===== config.mk =====
export PLATFORM = sky130hd
export DESIGN_NAME = rect_fill_engine
export DESIGN_NICKNAME = d
export VERILOG_FILES = /design/src/rtl/rect_fill_engine.sv
export SDC_FILE = /design/constraint.sdc
export NUM_CORES = 1
export LEC_CHECK = 0
export ABC_AREA = 1
export CORE_MARGIN = 3
export CORE_UTILIZATION = 33
export DETAILED_ROUTE_END_ITERATION = 7
export GPL_TIMING_DRIVEN = 0
export SETUP_SLACK_MARGIN = 0.4
export SLEW_MARGIN = 40
export SYNTH_ARGS = -nofsm -noshare
export SYNTH_HDL_FRONTEND = slang
export SYNTH_SLANG_ARGS = --single-unit

===== constraint.sdc =====
create_clock -name clk -period 5.65 [get_ports clk]
set_clock_uncertainty 0.1 [all_clocks]
set_input_delay 1.13 -clock clk [delete_from_list [all_inputs] [get_ports clk]]
set_output_delay 1.13 -clock clk [all_outputs]
set_load 0.1 [all_outputs]

===== src/rtl/rect_fill_engine.sv =====
// Rectangle-fill writer: clips an (x, y, w, h, colour) request to the visible frame
// and streams one pixel write per clock into video memory in raster order.
module rect_fill_engine #(
    parameter int H_RES       = 640,
    parameter int V_RES       = 480,
    parameter int ADDR_W      = 19,
    parameter int PIX_W       = 8,
    parameter int SYNC_VBLANK = 0
) (
    input  logic              clk,
    input  logic              rst,
    input  logic [9:0]        vcount,
    input  logic              req_valid,
    output logic              req_ready,
    input  logic [9:0]        req_x,
    input  logic [9:0]        req_y,
    input  logic [9:0]        req_w,
    input  logic [9:0]        req_h,
    input  logic [PIX_W-1:0]  req_color,
    output logic              mem_we,
    output logic [ADDR_W-1:0] mem_addr,
    output logic [PIX_W-1:0]  mem_data,
    output logic              busy,
    output logic              done
);

    typedef enum logic [1:0] {
        IDLE = 2'd0,
        CLIP = 2'd1,
        FILL = 2'd2,
        DONE = 2'd3
    } state_t;

    localparam logic [10:0]       H_RES_11 = 11'(H_RES);
    localparam logic [10:0]       V_RES_11 = 11'(V_RES);
    localparam logic [9:0]        V_RES_10 = 10'(V_RES);
    localparam logic [ADDR_W-1:0] H_RES_A  = ADDR_W'(H_RES);

    state_t r_state;
    state_t w_next;

    logic              r_ready;
    logic              r_busy;
    logic              r_done;
    logic              r_memWe;
    logic [ADDR_W-1:0] r_memAddr;
    logic [PIX_W-1:0]  r_memData;

    logic [9:0]        r_x;
    logic [9:0]        r_y;
    logic [9:0]        r_w;
    logic [9:0]        r_h;
    logic [PIX_W-1:0]  r_color;

    logic [9:0]        r_col;
    logic [9:0]        r_row;
    logic [9:0]        r_xLast;
    logic [9:0]        r_yLast;
    logic [ADDR_W-1:0] r_rowBase;

    logic              w_accept;
    logic              w_perm;
    logic              w_reject;
    logic              w_lastCol;
    logic              w_lastRow;
    logic [10:0]       w_xEnd;
    logic [10:0]       w_yEnd;
    logic [10:0]       w_xEndClip;
    logic [10:0]       w_yEndClip;
    logic [9:0]        w_xLast;
    logic [9:0]        w_yLast;

    assign w_accept   = (r_state == IDLE) && r_ready && req_valid;
    assign w_perm     = (SYNC_VBLANK == 0) || (vcount >= V_RES_10);
    assign w_reject   = ({1'b0, r_x} >= H_RES_11) || ({1'b0, r_y} >= V_RES_11) ||
                        (r_w == 10'd0) || (r_h == 10'd0);

    // 11-bit sums so a rectangle running past the frame edge clips instead of wrapping
    assign w_xEnd     = {1'b0, r_x} + {1'b0, r_w};
    assign w_yEnd     = {1'b0, r_y} + {1'b0, r_h};
    assign w_xEndClip = (w_xEnd > H_RES_11) ? H_RES_11 : w_xEnd;
    assign w_yEndClip = (w_yEnd > V_RES_11) ? V_RES_11 : w_yEnd;
    assign w_xLast    = 10'(w_xEndClip - 11'd1);
    assign w_yLast    = 10'(w_yEndClip - 11'd1);

    assign w_lastCol  = (r_col == r_xLast);
    assign w_lastRow  = (r_row == r_yLast);

    always_comb begin
        w_next = r_state;
        case (r_state)
            IDLE: if (w_accept) w_next = CLIP;
            CLIP: w_next = w_reject ? DONE : FILL;
            FILL: if (w_perm && w_lastCol && w_lastRow) w_next = DONE;
            DONE: w_next = IDLE;
            default: w_next = IDLE;
        endcase
    end

    always_ff @(posedge clk or negedge rst) begin
        if (!rst) begin
            r_state   <= IDLE;
            r_ready   <= 1'b0;
            r_busy    <= 1'b0;
            r_done    <= 1'b0;
            r_memWe   <= 1'b0;
            r_memAddr <= '0;
            r_memData <= '0;
            r_x       <= '0;
            r_y       <= '0;
            r_w       <= '0;
            r_h       <= '0;
            r_color   <= '0;
            r_col     <= '0;
            r_row     <= '0;
            r_xLast   <= '0;
            r_yLast   <= '0;
            r_rowBase <= '0;
        end else begin
            r_state <= w_next;
            // Handshake outputs trail the state so done is seen while still busy
            r_ready <= (r_state == IDLE) && (w_next == IDLE);
            r_busy  <= !((r_state == IDLE) && (w_next == IDLE));
            r_done  <= (r_state == DONE);
            r_memWe <= 1'b0;

            if (w_accept) begin
                r_x     <= req_x;
                r_y     <= req_y;
                r_w     <= req_w;
                r_h     <= req_h;
                r_color <= req_color;
            end

            if (r_state == CLIP) begin
                r_col     <= r_x;
                r_row     <= r_y;
                r_xLast   <= w_xLast;
                r_yLast   <= w_yLast;
                r_rowBase <= ADDR_W'(r_y) * H_RES_A;
            end

            // Without permission every counter holds so the fill resumes in place
            if ((r_state == FILL) && w_perm) begin
                r_memWe   <= 1'b1;
                r_memAddr <= r_rowBase + ADDR_W'(r_col);
                r_memData <= r_color;
                if (w_lastCol) begin
                    r_col     <= r_x;
                    r_row     <= r_row + 10'd1;
                    r_rowBase <= r_rowBase + H_RES_A;
                end else begin
                    r_col <= r_col + 10'd1;
                end
            end
        end
    end

    assign req_ready = r_ready;
    assign busy      = r_busy;
    assign done      = r_done;
    assign mem_we    = r_memWe;
    assign mem_addr  = r_memAddr;
    assign mem_data  = r_memData;

endmodule


Word-level counts from Yosys, hierarchy flattened:

Index checks and enable logic that the tools add are counted.

* register bits: 140
* logic and storage cells: 64
* input bits: 61
* output and inout port bits: 31

* equal/unequal tests: 5
* $add $sub $neg: 8
* multipliers: 1
* muxes and demuxes: 16
* reduce and logical (&&, ||, !) cells: 13
* magnitude comparators: 4

Operators with widths (number)
* 10-bit 2-to-1 mux: 8
* 19-bit 2-to-1 mux: 3
* 10-bit by 10-bit adder with 11-bit output: 2
* 10-bit by 1-bit adder with 10-bit output, second input constant: 2
* 10-bit == test: 2
* 10-bit zero test: 2
* 10-bit by 1-bit subtractor with 10-bit output, second input constant: 2
* 19-bit by 10-bit adder with 19-bit output: 1
* 19-bit by 10-bit adder with 19-bit output, second input constant: 1
* 10-bit by 3-bit multiplier with 12-bit output, second input constant: 1
* 11-bit by 10-bit greater-than comparator with 1-bit output, second input constant: 1
* 11-bit by 9-bit greater-than comparator with 1-bit output, second input constant: 1
* 10-bit >= comparator, second input constant: 1
* 10-bit by 9-bit >= comparator with 1-bit output, second input constant: 1
* 2-bit one-hot mux with 4 select lines: 1
* 2-bit == test, second input constant: 2
* 1-bit logical AND: 4
* 2-bit zero test: 2
* 2-bit 2-to-1 mux: 2
* 1-bit logical OR: 3
* 2-bit by 1-bit == test with 1-bit output, second input constant: 1
* 1-bit 2-to-1 mux: 2
* 2-bit nonzero test: 1
* 1-bit zero test: 1

Logic depth before layout (Yosys ltp):

* depth after elaboration: 9
* depth in mapped cells: 22
* mapped depth without buffers: 21

Worst setup path before layout:

OpenSTA, ideal clock, no wires.

* kind: register -> register
* start point: register r_y[0]
* end point: register r_yLast[2]
* clock period less this slack: 2.917 ns
* stages on the path, launching flop included: 15
* setup slack: 2.733 ns
* arrival time: 2.735 ns
* library setup time: 0.082 ns
* cells stage by stage: dfrtp_1 -> ha_1 -> fa_1 -> or2_2 -> nor2_1 -> nand3_1 -> nor2_1 -> nor2_1 -> nand4_1 -> nand2_2 -> inv_2 -> nand2_1 -> ha_1 -> or2_2 -> a31oi_1

* word-level cells in the longest chain between the ends: 4

RTL lines
* from (decl): line 50 `logic [9:0] r_y;`
* from (signal assigned): line 129 `r_y <= req_y;`
* 10-bit by 10-bit adder with 11-bit output *: line 80 `assign w_yEnd = {1'b0, r_y} + {1'b0, r_h};`
* 11-bit by 9-bit greater-than comparator with 1-bit output: line 82 `assign w_yEndClip = (w_yEnd > V_RES_11) ? V_RES_11 : w_yEnd;`
* 10-bit 2-to-1 mux *: line 82
* 10-bit by 1-bit subtractor with 10-bit output *: line 84 `assign w_yLast = 10'(w_yEndClip - 11'd1);`
* to (signal assigned): line 139 `r_yLast <= w_yLast;`
* to (decl): line 58 `logic [9:0] r_yLast;`

Every way passes the cells marked *; elsewhere a longest branch is shown, timed or not.
A chain may end at the register's enable or synchronous reset.

Worst setup path in the final report:

* start point: register r_x[0]
* end point: register r_xLast[8]

* word-level cells in the longest chain between the ends: 4

RTL lines
* from (decl): line 49 `logic [9:0] r_x;`
* from (signal assigned): line 128 `r_x <= req_x;`
* 10-bit by 10-bit adder with 11-bit output *: line 79 `assign w_xEnd = {1'b0, r_x} + {1'b0, r_w};`
* 11-bit by 10-bit greater-than comparator with 1-bit output: line 81 `assign w_xEndClip = (w_xEnd > H_RES_11) ? H_RES_11 : w_xEnd;`
* 10-bit 2-to-1 mux *: line 81
* 10-bit by 1-bit subtractor with 10-bit output *: line 83 `assign w_xLast = 10'(w_xEndClip - 11'd1);`
* to (signal assigned): line 138 `r_xLast <= w_xLast;`
* to (decl): line 57 `logic [9:0] r_xLast;`

Marked as above.

==> metrics.md <==
| Metric | Value |
|---|---|
| Status | complete, no violations |
| FF-to-FF setup slack | ~2200 ps |
| Die width | about 170 microns |
| Hold path endpoint | mem_data[7]$_DFFE_PN0P_ |
| Core ar. | 25540 sq um |
| # DRC | 0 |
| Worst reg2reg startpoint | r_x[0]$_DFFE_PN0P_ |
| Crit start category | register |
| Yosys warnings | 0 |
| Final setup viols | 0 |
| Data arrival, critical path | roughly 3700 ps |
| Critical path peak fanout | 10 |
| Clk_lat worst skew | ~420 ps |
| Area of the mapped netlist | ~8700 sq um |
| Post-route cell area | between 10000 and 15000 sq um |
| Final Wtd Congestion | 0.8857 |
| Routed Antenna Nets | 0 |
| Final Hold Viols | 0 |
| Area grow syn2layout | 19.89% |
| Final WL | 21550 microns |
| Seq/Total Area, Yosys | between 40% and 50% |
| RSZ-0062 raised after global routing | false |
| First-pass GRT wire length | roughly 36000 microns |
| Tcrit/Tclk final | roughly three fifths |
| Post-Syn Nets | 1206 |
| Min-delay worst type | reg -> reg |
| Fin nets | 1308 |
| Setup CP Type | reg -> reg |
| Layout cells sized above 1 | 10.50% |
| TritonCTS clock tree | yes |
| Crit. End Element | register |
| Post-synthesis cell type count | 47 |
| Post-synthesis register bit count | 140 |
| CTS sink cnt | 140 |
| Vias per cell | approximately 4.8 |
| Post-synthesis cell count | roughly 1.1k |
| Fmax | 292.2 MHz |
| Clk root buf | clkbuf_16 |
| WHS Path Cells | 2 |
| Initial antenna violation count | 0 |
| Input/output buffers | 81 |
| Max clock buf depth | 2 |
| R2r worst-path depth | 21 |
| Largest net degree at the start of global routing | 62 |
| Cts hold-fix bufs | 0 |
| Die height | around 170 microns |
| GRT Total Usage | ~16% |
| Placed cell areas | 9809 sq um |
| Slew headroom | between 40 and 50% |
| Tightest Pin Transition | ~850 ps |
| Critical Path RT | a little under 6000 ps |
| Most common cell in the netlist | nand2_1 |
| Average size of a mapped cell | 8.001 sq um |
| Asr flop ratio synth | 100.0% |
| DRT iter0 DRCs | between 300 and 400 |
| Row count | 58 |
| Post-synth EDFFs | 0 |
| HPWL after DPL | 16630 microns |
| # diodes | 0 |
| Reg2reg end | r_xLast[8]$_DFFE_PN0P_ |
| GRT overflow | 0 |
| Total setup buffers inserted after CTS | 0 |
| Routed vias | about 7.3k |
| Max Slew Vio Count | 0 |
| DR pass1 iterations | 4 |
| Synth Flop Type | dfrtp_1 |
| Yosys top cell area share | 40.36% |
| H-tree Lvls | 4 |
| Starting Density | approximately a third |
| I/O pins | approximately 90 |
| PostCTS Resize Cnt | 0 |
| Die area | 28290 sq um |
| Min Tclk post-route | about 3400 ps |
| WL/cell | 14.09 microns |
| Top cells by area, synth | dfrtp_1 40%, nand2_1 11%, ha_1 8.1%, inv_1 5.8%, mux2_2 5.2% |
| Worst-path clk slew | around 60 ps |
| Most common library cells after synthesis | 252 x nand2_1, 140 x dfrtp_1, 135 x inv_1 |
| Max_cap viols | 0 |
| Cell taking the most area after synthesis | dfrtp_1 |
| HP Start | mem_data[7]$_DFFE_PN0P_ |
| Vias in the first global route | ~7.2k |
| CTS buffer count | 17 |
-- critical path: stages, from the launching register on --
cell	delay [ps]
dfrtp_1	400
ha_1	250
inv_1	70
fa_1	420
inv_1	100
nand2_1	60
nand2_2	90
nand3_1	110
nand3b_1	110
nand2_2	90
nand2_1	60
nand3_1	70
nand2_1	80
nand2_2	100
buf_6	150
nand2_1	100
ha_1	180
a21boi_1	450
nand3_1	140
nand2_1	90
nand3_1	70
nand2_1	60
-- through the flow --
step / hold WS [ps] / std cells / util [%] / TNS (ps) / setup slack [ps]
floorplan: 344.4 / 1085 / - / 0 / 2733
global placement: 349.3 / 1496 / 38.77 / -350920 / -2527
detailed placement: 353.8 / 1498 / 38.40 / 0 / 2151
CTS: 368.5 / 1530 / 40.74 / 0 / 2247
global route: 396.1 / 1530 / 40.74 / 0 / 1891
finish: 361.1 / 1530 / 40.74 / 0 / 2228
-- routing by layer --
layer / track usage (%) / vias up / wire [microns] / share of wire [%]
met4: 4.696 / 0 / 319 / 1.5
met1: 22.35 / 3338 / 11060 / 51
li1: - / 3778 / - / -
met2: 24.71 / 134 / 9264 / 43
met3: 2.653 / 23 / 906 / 4.2
met5: 0 / - / 0 / 0
-- placed cells by master (no fill, tap or decap), types with 24 or more instances in the layout --
cell type,n
a21oi_1,48
buf_2,31
clkbuf_1,24
clkdlybuf4s50_1,49
dfrtp_1,140
ha_1,56
inv_1,135
mux2_2,40
nand2_1,252
nand3_1,75
nor2_1,91
o21ai_0,76
xor2_1,36
-- flip-flops by register name (all words and copies together) (netlist names) --
signal and flops:
r_yLast 10, mem_we 1, busy 1, mem_addr 19
done 1, req_ready 1, mem_data 8, r_y 10
r_rowBase 19, r_x 10, r_w 10, r_state 2
r_col 10, r_row 10, r_color 8, r_xLast 10
r_h 10
-- worst max-delay path by stage --
| stage | start | to | slack (ps) |
|---|---|---|---|
| 6_report | r_x[0]$_DFFE_PN0P_ | r_xLast[8]$_DFFE_PN0P_ | 2230 |
| 5_1_grt | r_x[0]$_DFFE_PN0P_ | r_xLast[8]$_DFFE_PN0P_ | 1890 |
| 4_1_cts | r_x[0]$_DFFE_PN0P_ | r_xLast[8]$_DFFE_PN0P_ | 2250 |
| 3_5_place_dp | req_valid | r_y[2]$_DFFE_PN0P_ | 2150 |
| 3_3_place_gp | rst | r_y[4]$_DFFE_PN0P_ | -2530 |
| 2_1_floorplan | r_y[0]$_DFFE_PN0P_ | r_yLast[2]$_DFFE_PN0P_ | 2730 |
-- cell type report --
| type | count | area [sq um] |
|---|---|---|
| fill | 2652 | 15140 |
| inverter | 137 | 514.2 |
| clock buffer | 23 | 488.0 |
| multi-input combinational | 781 | 4551 |
| timing repair buffer | 83 | 715.7 |
| sequential | 140 | 3503 |
| clock inverter | 9 | 110.1 |
| tap | 330 | 412.9 |
| buffer | 27 | 112.6 |
-- cells by family (layout without fill, tap and decap cells) --
family | Yosys count | after routing | share of synthesized area [%]
AOI/OAI and AO/OA | 172 | 172 | 11.16
xor gates and xnor gates | 43 | 43 | 4.338
adders and majority gates | 60 | 60 | 8.994
buffers and inverters | 164 | 279 | 7.221
DFF | 140 | 140 | 40.36
muxes | 42 | 42 | 5.419
and+or+nand+nor | 464 | 464 | 22.51
Power is not shown: default switching activity piles up to over one toggle a cycle in this logic, so the estimate is an artifact.
